[config.mk]
export PLATFORM = sky130hd
export DESIGN_NAME = sync_fifo_wr_arbiter_flat
export DESIGN_NICKNAME = d
export VERILOG_FILES = /design/src/rtl/sync_fifo_wr_arbiter_if.sv /design/src/rtl/sync_fifo_wr_arbiter.sv /design/src/flat_wrapper.sv
export SDC_FILE = /design/constraint.sdc
export NUM_CORES = 1
export LEC_CHECK = 0
export ABC_AREA = 1
export BUFFER_PORTS_ARGS = -buffer_cell sky130_fd_sc_hd__buf_2
export CORE_ASPECT_RATIO = 1.5
export CORE_MARGIN = 2
export CORE_UTILIZATION = 28
export CTS_CLUSTER_DIAMETER = 150
export CTS_CLUSTER_SIZE = 24
export DETAILED_ROUTE_END_ITERATION = 8
export PLACE_DENSITY = 0.49
export SYNTH_ARGS = -nofsm -noshare
export SYNTH_HDL_FRONTEND = slang
export SYNTH_SLANG_ARGS = --single-unit
export TNS_END_PERCENT = 20
[constraint.sdc]
create_clock -name clk -period 3.69 [get_ports clk]
set_input_delay 0.1845 -clock clk [delete_from_list [all_inputs] [get_ports clk]]
set_output_delay 0.1845 -clock clk [all_outputs]
set_load 0.05 [all_outputs]
[src/rtl/sync_fifo_wr_arbiter_if.sv]
// ============================================================================
// Module   : sync_fifo_wr_arbiter_if
// Brief    : Requester-side and FIFO-write-side bundle for sync_fifo_wr_arbiter
// Revision : 1.0
// ============================================================================
`default_nettype none

interface sync_fifo_wr_arbiter_if #(
  parameter int NUM_REQ   = 4,
  parameter int DIN_WIDTH = 4
);
  localparam int GID_W = $clog2(NUM_REQ);

  logic [NUM_REQ-1:0]           req_valid;
  logic [NUM_REQ*DIN_WIDTH-1:0] req_data;
  logic [NUM_REQ-1:0]           req_last;
  logic [NUM_REQ-1:0]           req_ready;
  logic [DIN_WIDTH-1:0]         fifo_din;
  logic                         fifo_wr_en;
  logic                         fifo_full;
  logic                         fifo_almost_full;
  logic [GID_W-1:0]             grant_id;
  logic                         busy;
  logic                         burst_done;

  modport slave (
    input  req_valid, req_data, req_last, fifo_full, fifo_almost_full,
    output req_ready, fifo_din, fifo_wr_en, grant_id, busy, burst_done
  );

  modport master (
    output req_valid, req_data, req_last, fifo_full, fifo_almost_full,
    input  req_ready, fifo_din, fifo_wr_en, grant_id, busy, burst_done
  );
endinterface

`default_nettype wire

[src/rtl/sync_fifo_wr_arbiter.sv]
// ============================================================================
// Module   : sync_fifo_wr_arbiter
// Brief    : Round-robin, packet/burst-capped arbiter in front of a FIFO write port
// Revision : 1.0
// ============================================================================
`default_nettype none

module sync_fifo_wr_arbiter #(
  parameter  int NUM_REQ   = 4,
  parameter  int DIN_WIDTH = 4,
  parameter  int MAX_BURST = 8,
  localparam int CNT_WIDTH = $clog2(MAX_BURST + 1),
  localparam int GID_W     = $clog2(NUM_REQ)
) (
  input  wire logic             clk,
  input  wire logic             rst_n,
  sync_fifo_wr_arbiter_if.slave bus
);

  typedef enum logic [0:0] {
    IDLE  = 1'b0,
    GRANT = 1'b1
  } state_t;

  state_t               state_q;
  logic [GID_W-1:0]     rr_ptr_q;
  logic [GID_W-1:0]     rr_ptr_d;
  logic [GID_W-1:0]     grant_id_q;
  logic [CNT_WIDTH-1:0] beat_cnt_q;
  logic                 burst_done_q;

  logic [DIN_WIDTH-1:0] w_slice [NUM_REQ];
  logic [NUM_REQ-1:0]   w_ready;
  logic                 w_pick_found;
  logic [GID_W-1:0]     w_pick_idx;
  logic [GID_W:0]       w_cand_sum;
  logic                 w_accept;
  logic                 w_last_beat;
  logic                 w_release;

  generate
    for (genvar gi = 0; gi < NUM_REQ; gi++) begin : g_slice
      assign w_slice[gi] = bus.req_data[gi*DIN_WIDTH +: DIN_WIDTH];
    end
  endgenerate

  // Scan downward so the candidate closest to rr_ptr is the one left standing.
  always_comb begin
    w_pick_found = 1'b0;
    w_pick_idx   = '0;
    w_cand_sum   = '0;
    for (int k = NUM_REQ - 1; k >= 0; k--) begin
      w_cand_sum = {1'b0, rr_ptr_q} + (GID_W + 1)'(k);
      if (w_cand_sum >= (GID_W + 1)'(NUM_REQ)) begin
        w_cand_sum = w_cand_sum - (GID_W + 1)'(NUM_REQ);
      end
      if (bus.req_valid[w_cand_sum[GID_W-1:0]]) begin
        w_pick_found = 1'b1;
        w_pick_idx   = w_cand_sum[GID_W-1:0];
      end
    end
  end

  always_comb begin
    w_ready = '0;
    if (state_q == GRANT && !bus.fifo_full) begin
      w_ready[grant_id_q] = 1'b1;
    end
  end

  assign w_accept    = (state_q == GRANT) && bus.req_valid[grant_id_q] && !bus.fifo_full;
  assign w_last_beat = bus.req_last[grant_id_q] ||
                       (beat_cnt_q == CNT_WIDTH'(MAX_BURST - 1));
  assign w_release   = w_accept && w_last_beat;
  assign rr_ptr_d    = (grant_id_q == GID_W'(NUM_REQ - 1)) ? '0 : grant_id_q + 1'b1;

  always_ff @(posedge clk) begin
    if (!rst_n) begin
      state_q      <= IDLE;
      rr_ptr_q     <= '0;
      grant_id_q   <= '0;
      beat_cnt_q   <= '0;
      burst_done_q <= 1'b0;
    end else begin
      burst_done_q <= 1'b0;
      case (state_q)
        IDLE: begin
          if (w_pick_found && !bus.fifo_almost_full) begin
            grant_id_q <= w_pick_idx;
            beat_cnt_q <= '0;
            state_q    <= GRANT;
          end
        end
        GRANT: begin
          if (w_accept) begin
            beat_cnt_q <= beat_cnt_q + 1'b1;
          end
          if (w_release) begin
            state_q      <= IDLE;
            rr_ptr_q     <= rr_ptr_d;
            burst_done_q <= 1'b1;
          end
        end
        default: state_q <= IDLE;
      endcase
    end
  end

  assign bus.req_ready  = w_ready;
  assign bus.fifo_wr_en = w_accept;
  assign bus.fifo_din   = w_slice[grant_id_q];
  assign bus.grant_id   = grant_id_q;
  assign bus.busy       = (state_q == GRANT);
  assign bus.burst_done = burst_done_q;

endmodule

`default_nettype wire

[src/flat_wrapper.sv]
// flat-port wrapper written by rule: the top's interface ports become plain ports
module sync_fifo_wr_arbiter_flat 
#(
  parameter  int NUM_REQ   = 4,
  parameter  int DIN_WIDTH = 4,
  parameter  int MAX_BURST = 8,
  localparam int CNT_WIDTH = $clog2(MAX_BURST + 1),
  localparam int GID_W     = $clog2(NUM_REQ)
)
  (clk, rst_n, bus_req_valid, bus_req_data, bus_req_last, bus_fifo_full, bus_fifo_almost_full, bus_req_ready, bus_fifo_din, bus_fifo_wr_en, bus_grant_id, bus_busy, bus_burst_done);
  sync_fifo_wr_arbiter_if #(.NUM_REQ(NUM_REQ), .DIN_WIDTH(DIN_WIDTH)) bus_i ();
  input  wire logic clk;
  input  wire logic rst_n;
  input wire logic [$bits(bus_i.req_valid)-1:0] bus_req_valid;
  input wire logic [$bits(bus_i.req_data)-1:0] bus_req_data;
  input wire logic [$bits(bus_i.req_last)-1:0] bus_req_last;
  input wire logic [$bits(bus_i.fifo_full)-1:0] bus_fifo_full;
  input wire logic [$bits(bus_i.fifo_almost_full)-1:0] bus_fifo_almost_full;
  output wire logic [$bits(bus_i.req_ready)-1:0] bus_req_ready;
  output wire logic [$bits(bus_i.fifo_din)-1:0] bus_fifo_din;
  output wire logic [$bits(bus_i.fifo_wr_en)-1:0] bus_fifo_wr_en;
  output wire logic [$bits(bus_i.grant_id)-1:0] bus_grant_id;
  output wire logic [$bits(bus_i.busy)-1:0] bus_busy;
  output wire logic [$bits(bus_i.burst_done)-1:0] bus_burst_done;
  assign bus_i.req_valid = bus_req_valid;
  assign bus_i.req_data = bus_req_data;
  assign bus_i.req_last = bus_req_last;
  assign bus_i.fifo_full = bus_fifo_full;
  assign bus_i.fifo_almost_full = bus_fifo_almost_full;
  assign bus_req_ready = bus_i.req_ready;
  assign bus_fifo_din = bus_i.fifo_din;
  assign bus_fifo_wr_en = bus_i.fifo_wr_en;
  assign bus_grant_id = bus_i.grant_id;
  assign bus_busy = bus_i.busy;
  assign bus_burst_done = bus_i.burst_done;
  sync_fifo_wr_arbiter #(.NUM_REQ(NUM_REQ), .DIN_WIDTH(DIN_WIDTH), .MAX_BURST(MAX_BURST)) u_core (.clk(clk), .rst_n(rst_n), .bus(bus_i));
endmodule
==> impl_metrics.csv, run 1 <==
group,metric,value,unit
critical_path,crit_required,3.51,ns
worst_hold_path,hp-class,"input port to flop",
synthesis,synth_fa_ha_area_frac,0.0655,
clock_network,numCtsBuffers,3,
detailed_routing,routedWlPerCell,11.0,um
layout,syn_to_final_growth,29.4,%
synthesis,yosys.area.top_type,"dfxtp_1",
synthesis,synth_top_area_frac,0.210,
pwr,power.leakage,0.000626,uW
synthesis,synthXorXnorAreaFrac,0.00917,
synthesis,ys_seq_area_frac,0.210,
synthesis,syn_avg_cell_area,6.20,um2
synthesis,synth_top_family_by_area,"simple AND/OR/NAND/NOR gates",
critical_path,cp_common_cell,"inv_1",
floorplanning,die-area,0.00390,mm2
synthesis,synth_cells,154,
critical_path,endpoint_kind,"output pin",
placed_design,io_buffers,40,
timing,clock.fmax,495,MHz
detailed_routing,first_pass_iters,4,
detailed_routing,drc_errors,0,
synthesis,synth_cell_type_count,24,
timing,setup_tns,0,ns
synthesis,syn_nets,187,
timing,min_period_over_period,0.548,
layout,layout.cells.most_common_list,"40 x buf_2, 28 x nand2_1, 27 x nor2_1",
synthesis,syn_area,955,um2
clock_network,clock-sinks,10,
synthesis,synth_compound_area_frac,0.169,
outcome,status,"complete, no violations",
clock_network,clock_path_buffers,2,
timing,period_needed,2.02,ns
critical_path,cp.arrival,1.84,ns
synthesis,synth_area_leaders,"dfxtp_1 21%, nand2_1 11%, nor2_1 11%, nand2_2 7.9%, o21ai_0 7.3%",
clock_network,cts_root_buffer,"clkbuf_8",
synthesis,yosys_warnings,0,
critical_path,critPathMaxStageDelay,0.67,ns
critical_path,slowest_stage,"dfxtp_1",
floorplanning,dieWidth,51.7,um
timing,maxSlewViolCount,0,
timing,setup_violations,0,
synthesis,ys_seq_elements,10,
detailed_routing,via_per_inst,4.51,
clock_network,cts_tree,"yes",
synthesis,synth-simple-area-share,0.438,
detailed_routing,vias,1065,
critical_path,crit_type,"flop to output pin",
floorplanning,num_rows,26,
critical_path,critPathTopFamily,"flip-flops",
clock_network,post_cts_buffers,0,
timing,hold_viol_final,0,
layout,nNetsFinal,228,
critical_path,path_buf_inv,3,
pwr,total_power,448,uW
grt,grt_pass1_wl,4310,um
critical_path,cp_cell_sequence,"inv_1 > ha_1 > inv_1 > nor2_1 > buf_2",
clock_network,h-tree-depth,1,
grt,grt_use_total,0.147,
placed_design,dp_hpwl,2140,um
detailed_routing,drtIter0Drc,12,
layout,final_common_cell,"buf_2",
timing,tightest_slew,0.555,ns
critical_path,cp-start-kind,"flop",
timing,slew_headroom,0.629,
timing,clock_skew,0.00248,ns
placed_design,place_congestion,0.724,
critical_path,critPathMaxFanout,19,
grt,grt_overflow_total,0,
clock_network,clock_latency,0.23,ns
clock_network,hold_buffers,0,
synthesis,muxShareOfSynthArea,0,
detailed_routing,wirelength,2600,um
pwr,peakVddDrop,0.278,mV
floorplanning,die_h,75.5,um
detailed_routing,antenna_left,0,
clock_network,cts.clk_slew.worst_paths,0.05,ns
layout,drive_gt1_frac,0.345,
floorplanning,core_region_area,0.00332,mm2
floorplanning,pin_count,41,
flow_run,cap_viol_max_count,0,
clock_network,cts_resized,0,
layout,num_antenna_cells,0,
floorplanning,start_util,0.288,
timing,rsz0062_at_grt,"no",
grt,grt_start_max_net_pins,20,
pwr,powerDensity,363,mW/mm2
grt,antenna_found_initial,0,
grt,grt_pass1_vias,984,
power by group:
part	leakage [uW]	internal [uW]	switching [uW]
sequential	0.0000816	115	14.3
clock	0.0000288	93.7	42.1
combinational	0.000516	56.7	126
total	0.000626	266	183
synth_stat cells:
| library cell | number |
|---|---|
| a21oi_1 | 7 |
| a21oi_2 | 1 |
| buf_4 | 1 |
| buf_6 | 1 |
| clkbuf_1 | 1 |
| clkbuf_2 | 1 |
| dfxtp_1 | 10 |
| ha_1 | 5 |
| inv_1 | 16 |
| inv_2 | 2 |
| inv_6 | 1 |
| nand2_1 | 28 |
| nand2_2 | 12 |
| nand2_4 | 5 |
| nand3_1 | 9 |
| nand3b_1 | 1 |
| nor2_1 | 27 |
| nor2_2 | 1 |
| nor2_4 | 1 |
| nor3_1 | 2 |
| o211ai_1 | 3 |
| o21ai_0 | 14 |
| o22ai_1 | 4 |
| xor2_1 | 1 |
registers in the layout (all words and copies together) (netlist names):
| signal | flops |
|---|---|
| u_core.bus.grant_id | 2 |
| u_core.beat_cnt_q | 4 |
| u_core.rr_ptr_q | 2 |
| u_core.bus.busy | 1 |
| u_core.bus.burst_done | 1 |
final timing paths:
| path | startpoint | endpoint | slack, ns | cells past startpoint |
|---|---|---|---|---|
| max | u_core.bus.grant_id[0]$_SDFFE_PN0P_ | bus_req_ready[0] | 1.67 | 5 |
| min | rst_n | u_core.bus.grant_id[0]$_SDFFE_PN0P_ | 0.23 | 3 |
| max reg2reg | u_core.bus.grant_id[0]$_SDFFE_PN0P_ | u_core.rr_ptr_q[1]$_SDFFE_PN0P_ | 1.89 | 6 |
| min reg2reg | u_core.beat_cnt_q[0]$_SDFFE_PN0P_ | u_core.beat_cnt_q[0]$_SDFFE_PN0P_ | 0.49 | 1 |
routing by layer:
metal  global-route usage  vias to the layer above  wire, um
met5                    0                        -         0
met1                0.153                      476      1020
met2                0.285                       16      1460
met4               0.0614                        0        40
li1                     -                      569         -
met3               0.0275                        4        78
worst reg2reg max path, cell delays in order (launching register included):
cell and delay, ns:
dfxtp_1 0.67, inv_1 0.34, o21ai_0 0.24, o211ai_1 0.11
nand2_1 0.17, o21ai_0 0.10, a21oi_1 0.11
layout make-up:
type | instances | area, um2
Timing Repair Buffer | 40 | 200
Fill cell | 399 | 2080
Clock buffer | 4 | 55.1
Inverter | 19 | 76.3
Tap cell | 42 | 52.6
Multi-Input combinational cell | 121 | 651
Sequential cell | 10 | 200
stage by stage:
| step | util | hold WS [ns] | worst slack (ns) | cell area, um2 | std cells |
|---|---|---|---|---|---|
| floorplan | - | 0.310 | 1.48 | 955 | 154 |
| global placement | 0.356 | 0.475 | 2.00 | 1180 | 232 |
| detailed placement | 0.356 | 0.471 | 1.89 | 1180 | 232 |
| CTS | 0.372 | 0.220 | 1.66 | 1230 | 236 |
| global route | 0.372 | 0.236 | 1.49 | 1230 | 236 |
| finish | 0.372 | 0.225 | 1.67 | 1230 | 236 |
kinds of logic (layout without fill, tap and decap cells):
family          Yosys count  after routing
compound gates           29             29
fa+ha+maj                 5              5
buf+inv                  23             63
flops                    10             10
xor+xnor                  1              1
simple gates             86             86
Power figures use the tool's default switching activity.
==> run 2, diff against run 1 <==
==> constraint.sdc (replaced) <==
create_clock -name clk -period 2 [get_ports clk]
set_input_delay 0.1 -clock clk [delete_from_list [all_inputs] [get_ports clk]]
set_output_delay 0.1 -clock clk [all_outputs]
set_load 0.05 [all_outputs]
==> impl_metrics.csv, run 2 (same netlist as run 1, synthesis figures left out) <==
group,metric,value,unit
outcome,status,"complete, no violations",
grt,grt_pass1_wl,4400,um
grt,grt_pass1_vias,1082,
detailed_routing,via_per_inst,4.67,
critical_path,crit_type,"flop to output pin",
grt,antenna_found_initial,0,
detailed_routing,drtIter0Drc,16,
clock_network,cts_tree,"yes",
critical_path,crit_required,1.90,ns
layout,utilization,0.377,
detailed_routing,vias,1106,
clock_network,clock_path_buffers,2,
layout,layout.cells.most_common_list,"40 x buf_2, 28 x nand2_1, 27 x nor2_1",
timing,setup_tns,0,ns
timing,worst_slack,0.386,ns
timing,clock.fmax,620,MHz
detailed_routing,drc_errors,0,
floorplanning,die-area,0.00390,mm2
clock_network,cts.clk_slew.worst_paths,0.05,ns
floorplanning,start_util,0.288,
critical_path,r2r_setup_slack,0.43,ns
detailed_routing,antenna_left,0,
clock_network,cts_resized,0,
timing,min_period_over_period,0.807,
timing,clock_skew,0.00363,ns
placed_design,io_buffers,40,
clock_network,numCtsBuffers,3,
grt,grt_overflow_total,0,
critical_path,cp-start-kind,"flop",
timing,maxSlewViolCount,0,
critical_path,endpoint_kind,"output pin",
layout,largest-register,"u_core.beat_cnt_q",
layout,num_antenna_cells,0,
worst_hold_path,hold_depth,3,
grt,grt_start_max_net_pins,15,
detailed_routing,wirelength,2570,um
clock_network,h-tree-depth,1,
layout,largest_reg_flops,4,
pwr,powerDensity,667,mW/mm2
pwr,power.leakage,0.000632,uW
timing,period_needed,1.61,ns
layout,drive_gt1_frac,0.349,
timing,tightest_slew,0.388,ns
pwr,peakVddDrop,0.494,mV
layout,syn_to_final_growth,30.9,%
worst_hold_path,hp-class,"input port to flop",
timing,hold-worst-slack,0.152,ns
clock_network,clock-sinks,10,
floorplanning,pin_count,41,
floorplanning,core_region_area,0.00332,mm2
timing,setup_violations,0,
flow_run,cap_viol_max_count,0,
layout,final_common_cell,"buf_2",
floorplanning,die_h,75.5,um
detailed_routing,first_pass_iters,4,
floorplanning,num_rows,26,
placed_design,dp_hpwl,2140,um
clock_network,hold_buffers,0,
timing,rsz0062_at_grt,"no",
critical_path,regToRegEndpoint,"u_core.rr_ptr_q[0]$_SDFFE_PN0P_",
timing,slew_headroom,0.741,
clock_network,cts_root_buffer,"clkbuf_8",
critical_path,rr_startpoint,"u_core.bus.grant_id[0]$_SDFFE_PN0P_",
critical_path,critPathMaxFanout,14,
worst_hold_path,hold_path_end,"u_core.bus.grant_id[1]$_SDFFE_PN0P_",
worst_hold_path,min_from,"rst_n",
floorplanning,dieWidth,51.7,um
placed_design,place_congestion,0.796,
placed_design,pre_cts_ws,0.403,ns
critical_path,rr_worst_depth,6,
layout,nNetsFinal,229,
grt,grt_use_total,0.146,
detailed_routing,routedWlPerCell,10.8,um
critical_path,cp.arrival,1.51,ns
clock_network,post_cts_buffers,0,
timing,hold_viol_final,0,
clock_network,clock_latency,0.23,ns
## run 2: cell count changes in the layout (fill, tap and decap cells not counted)
cell,before,now
a21oi_2,1,0
buf_4,0,1
a21oi_4,0,1
## run 2: worst max-delay path, stage by stage, from the launching register on
cell and delay (ns):
dfxtp_1 0.40, buf_4 0.22, o211ai_1 0.16, a21oi_4 0.21, buf_2 0.29
## run 2: per-stage QoR
step                cell area, um2  cells  power, uW
finish                        1250    237        833
global route                  1250    237        893
CTS                           1250    237        845
detailed placement            1190    233        587
global placement              1190    233        583
floorplan                      962    154        501
## run 2: area by class of cell
cell class / count / area [um2]
Inverter: 19 / 76.3
Sequential cell: 10 / 200
Tap cell: 42 / 52.6
Timing Repair Buffer: 41 / 208
Multi-Input combinational cell: 121 / 658
Fill cell: 389 / 2070
Clock buffer: 4 / 55.1
## run 2: per-layer routing
layer	wire length, um	vias to the layer above	track usage
li1	-	574	-
met4	22	0	0.0526
met3	117	2	0.0157
met1	995	505	0.144
met2	1430	25	0.302
met5	0	-	0
## run 2: where the power goes
| group | internal (uW) | switching, uW | total, uW |
|---|---|---|---|
| Clock | 173 | 79.8 | 253 |
| Combinational | 108 | 241 | 349 |
| Sequential | 212 | 18.7 | 231 |
| Total | 493 | 340 | 833 |
## run 2: how the worst max path moves through the flow
| stage | from | end | slack, ns | cells after the start |
|---|---|---|---|---|
| floorplan | u_core.bus.grant_id[0]$_SDFFE_PN0P_ | bus_fifo_din[0] | -0.05 | 4 |
| global placement | u_core.bus.grant_id[0]$_SDFFE_PN0P_ | u_core.rr_ptr_q[0]$_SDFFE_PN0P_ | 0.42 | 6 |
| detailed placement | u_core.bus.grant_id[1]$_SDFFE_PN0P_ | u_core.rr_ptr_q[1]$_SDFFE_PN0P_ | 0.40 | 7 |
| CTS | u_core.bus.grant_id[0]$_SDFFE_PN0P_ | bus_fifo_wr_en | 0.37 | 4 |
| global route | u_core.bus.grant_id[0]$_SDFFE_PN0P_ | u_core.rr_ptr_q[0]$_SDFFE_PN0P_ | 0.26 | 8 |
| finish | u_core.bus.grant_id[0]$_SDFFE_PN0P_ | bus_fifo_wr_en | 0.39 | 4 |
==> run 3, diff against run 2 <==
==> constraint.sdc (replaced) <==
create_clock -name clk -period 1.5 [get_ports clk]
set_input_delay 0.075 -clock clk [delete_from_list [all_inputs] [get_ports clk]]
set_output_delay 0.075 -clock clk [all_outputs]
set_load 0.05 [all_outputs]
==> impl_metrics.csv, run 3 (same netlist as run 1, synthesis figures left out) <==
group,metric,value,unit
critical_path,rr_worst_depth,6,
placed_design,place_congestion,0.826,
floorplanning,num_rows,26,
layout,nNetsFinal,236,
timing,period_needed,1.43,ns
detailed_routing,wl_met3,111,um
clock_network,clock_latency,0.23,ns
timing,clock_skew,0.00103,ns
clock_network,hold_buffers,0,
critical_path,cp_cell_sequence,"inv_1 > nor2_1 > inv_1 > buf_4 > nor2_1 > clkbuf_4",
critical_path,cp-start-kind,"flop",
timing,tightest_slew,0.286,ns
critical_path,slowest_stage,"dfxtp_4",
layout,final_common_cell,"buf_2",
layout,stdcell_area,0.00139,mm2
pwr,powerDensity,848,mW/mm2
pwr,peakVddDrop,0.596,mV
grt,grt_overflow_total,0,
timing,rsz0062_at_grt,"yes",
layout,syn_to_final_growth,45.2,%
detailed_routing,antenna_left,0,
flow_run,cap_viol_max_count,0,
critical_path,critPathMaxFanout,5,
floorplanning,start_util,0.288,
layout,largest-register,"u_core.beat_cnt_q",
detailed_routing,routedWlPerCell,10.5,um
layout,num_antenna_cells,0,
floorplanning,dieWidth,51.7,um
outcome,status,"complete, no violations",
detailed_routing,wirelength,2570,um
placed_design,postPlaceCellArea,0.00127,mm2
layout,fill_cells,401,
critical_path,crit_required,1.42,ns
clock_network,numCtsBuffers,3,
grt,grt_use_total,0.144,
layout,utilization,0.418,
pwr,power.leakage,0.000679,uW
clock_network,cts_tree,"yes",
placed_design,pre_cts_ws,0.00461,ns
timing,maxSlewViolCount,0,
floorplanning,die_h,75.5,um
floorplanning,core_region_area,0.00332,mm2
timing,min_period_over_period,0.956,
critical_path,crit_type,"flop to output pin",
detailed_routing,vias,1121,
timing,hold_viol_final,0,
detailed_routing,via_per_inst,4.59,
timing,hold-worst-slack,0.111,ns
worst_hold_path,hp-class,"input port to flop",
detailed_routing,top_layer_used,"met4",
critical_path,path_buf_inv,4,
timing,setup_violations,0,
clock_network,cts.clk_slew.worst_paths,0.05,ns
worst_hold_path,hold_depth,3,
floorplanning,pin_count,41,
grt,grt_pass1_wl,4440,um
timing,clock.fmax,698,MHz
layout,largest_reg_flops,4,
critical_path,path_depth,6,
grt,grt_pass1_vias,1102,
grt,antenna_found_initial,0,
detailed_routing,m1WireLength,1040,um
critical_path,critPathTopFamily,"buffers and inverters",
critical_path,cp.arrival,1.36,ns
timing,slew_headroom,0.808,
clock_network,clock_path_buffers,2,
detailed_routing,first_pass_iters,4,
floorplanning,die-area,0.00390,mm2
detailed_routing,wl_met2,1410,um
grt,grt_start_max_net_pins,13,
clock_network,clock-sinks,10,
critical_path,critPathMaxStageDelay,0.36,ns
clock_network,cts_root_buffer,"clkbuf_8",
placed_design,io_buffers,40,
layout,drive_gt1_frac,0.441,
detailed_routing,drtIter0Drc,8,
layout,layout.cells.most_common_list,"31 x buf_2, 27 x nand2_1, 25 x nor2_1",
detailed_routing,drc_errors,0,
clock_network,h-tree-depth,1,
placed_design,dp_hpwl,2080,um
critical_path,endpoint_kind,"output pin",
timing,worst_slack,0.0664,ns
-- run 3: power by group --
| part | internal (uW) | switching, uW | total (uW) |
|---|---|---|---|
| sequential | 284 | 26.5 | 311 |
| combinational | 192 | 340 | 532 |
| clock | 230 | 103 | 333 |
-- run 3: worst paths after layout --
check,from,end,slack [ns]
max,u_core.bus.busy$_SDFF_PN0_,bus_req_ready[1],0.07
max reg2reg,u_core.bus.grant_id[1]$_SDFFE_PN0P_,u_core.rr_ptr_q[0]$_SDFFE_PN0P_,0.13
min reg2reg,u_core.beat_cnt_q[0]$_SDFFE_PN0P_,u_core.beat_cnt_q[0]$_SDFFE_PN0P_,0.49
min,rst_n,u_core.bus.grant_id[1]$_SDFFE_PN0P_,0.11
-- run 3: timing repair --
action                     4_1_cts  5_1_grt
setup endpoints to repair        9       14
resized for setup                4       14
hold endpoints to repair         0        0
buffers inserted                 2        2
pin swaps                        0        0
-- run 3: per-layer routing --
| layer | global-route usage | up-vias |
|---|---|---|
| li1 | - | 591 |
| met1 | 0.156 | 505 |
| met2 | 0.285 | 23 |
| met3 | 0.0216 | 2 |
| met4 | 0.0351 | 0 |
| met5 | 0 | - |
-- run 3: final cells by class --
type | count | area, um2 | share of cell area
Multi-Input combinational cell | 121 | 696 | 0.502
Timing Repair Buffer | 48 | 287 | 0.207
Sequential cell | 10 | 216 | 0.156
Inverter | 19 | 80.1 | 0.0578
Clock buffer | 4 | 55.1 | 0.0397
Tap cell | 42 | 52.6 | 0.0379
-- run 3: worst reg2reg max path, cell delays in order, from the launching register on --
cell,delay (ns)
dfxtp_4,0.37
inv_2,0.15
o211ai_1,0.17
a21oi_4,0.23
nand2_2,0.14
o21ai_1,0.16
a21oi_1,0.05
-- run 3: through the flow --
| step | cells | total power (uW) | TNS [ns] |
|---|---|---|---|
| after floorplan | 154 | 698 | -0.897 |
| after global placement | 236 | 812 | 0 |
| after detailed placement | 236 | 817 | 0 |
| after CTS | 242 | 1180 | 0 |
| after global routing | 244 | 1260 | -0.0226 |
| final | 244 | 1180 | 0 |
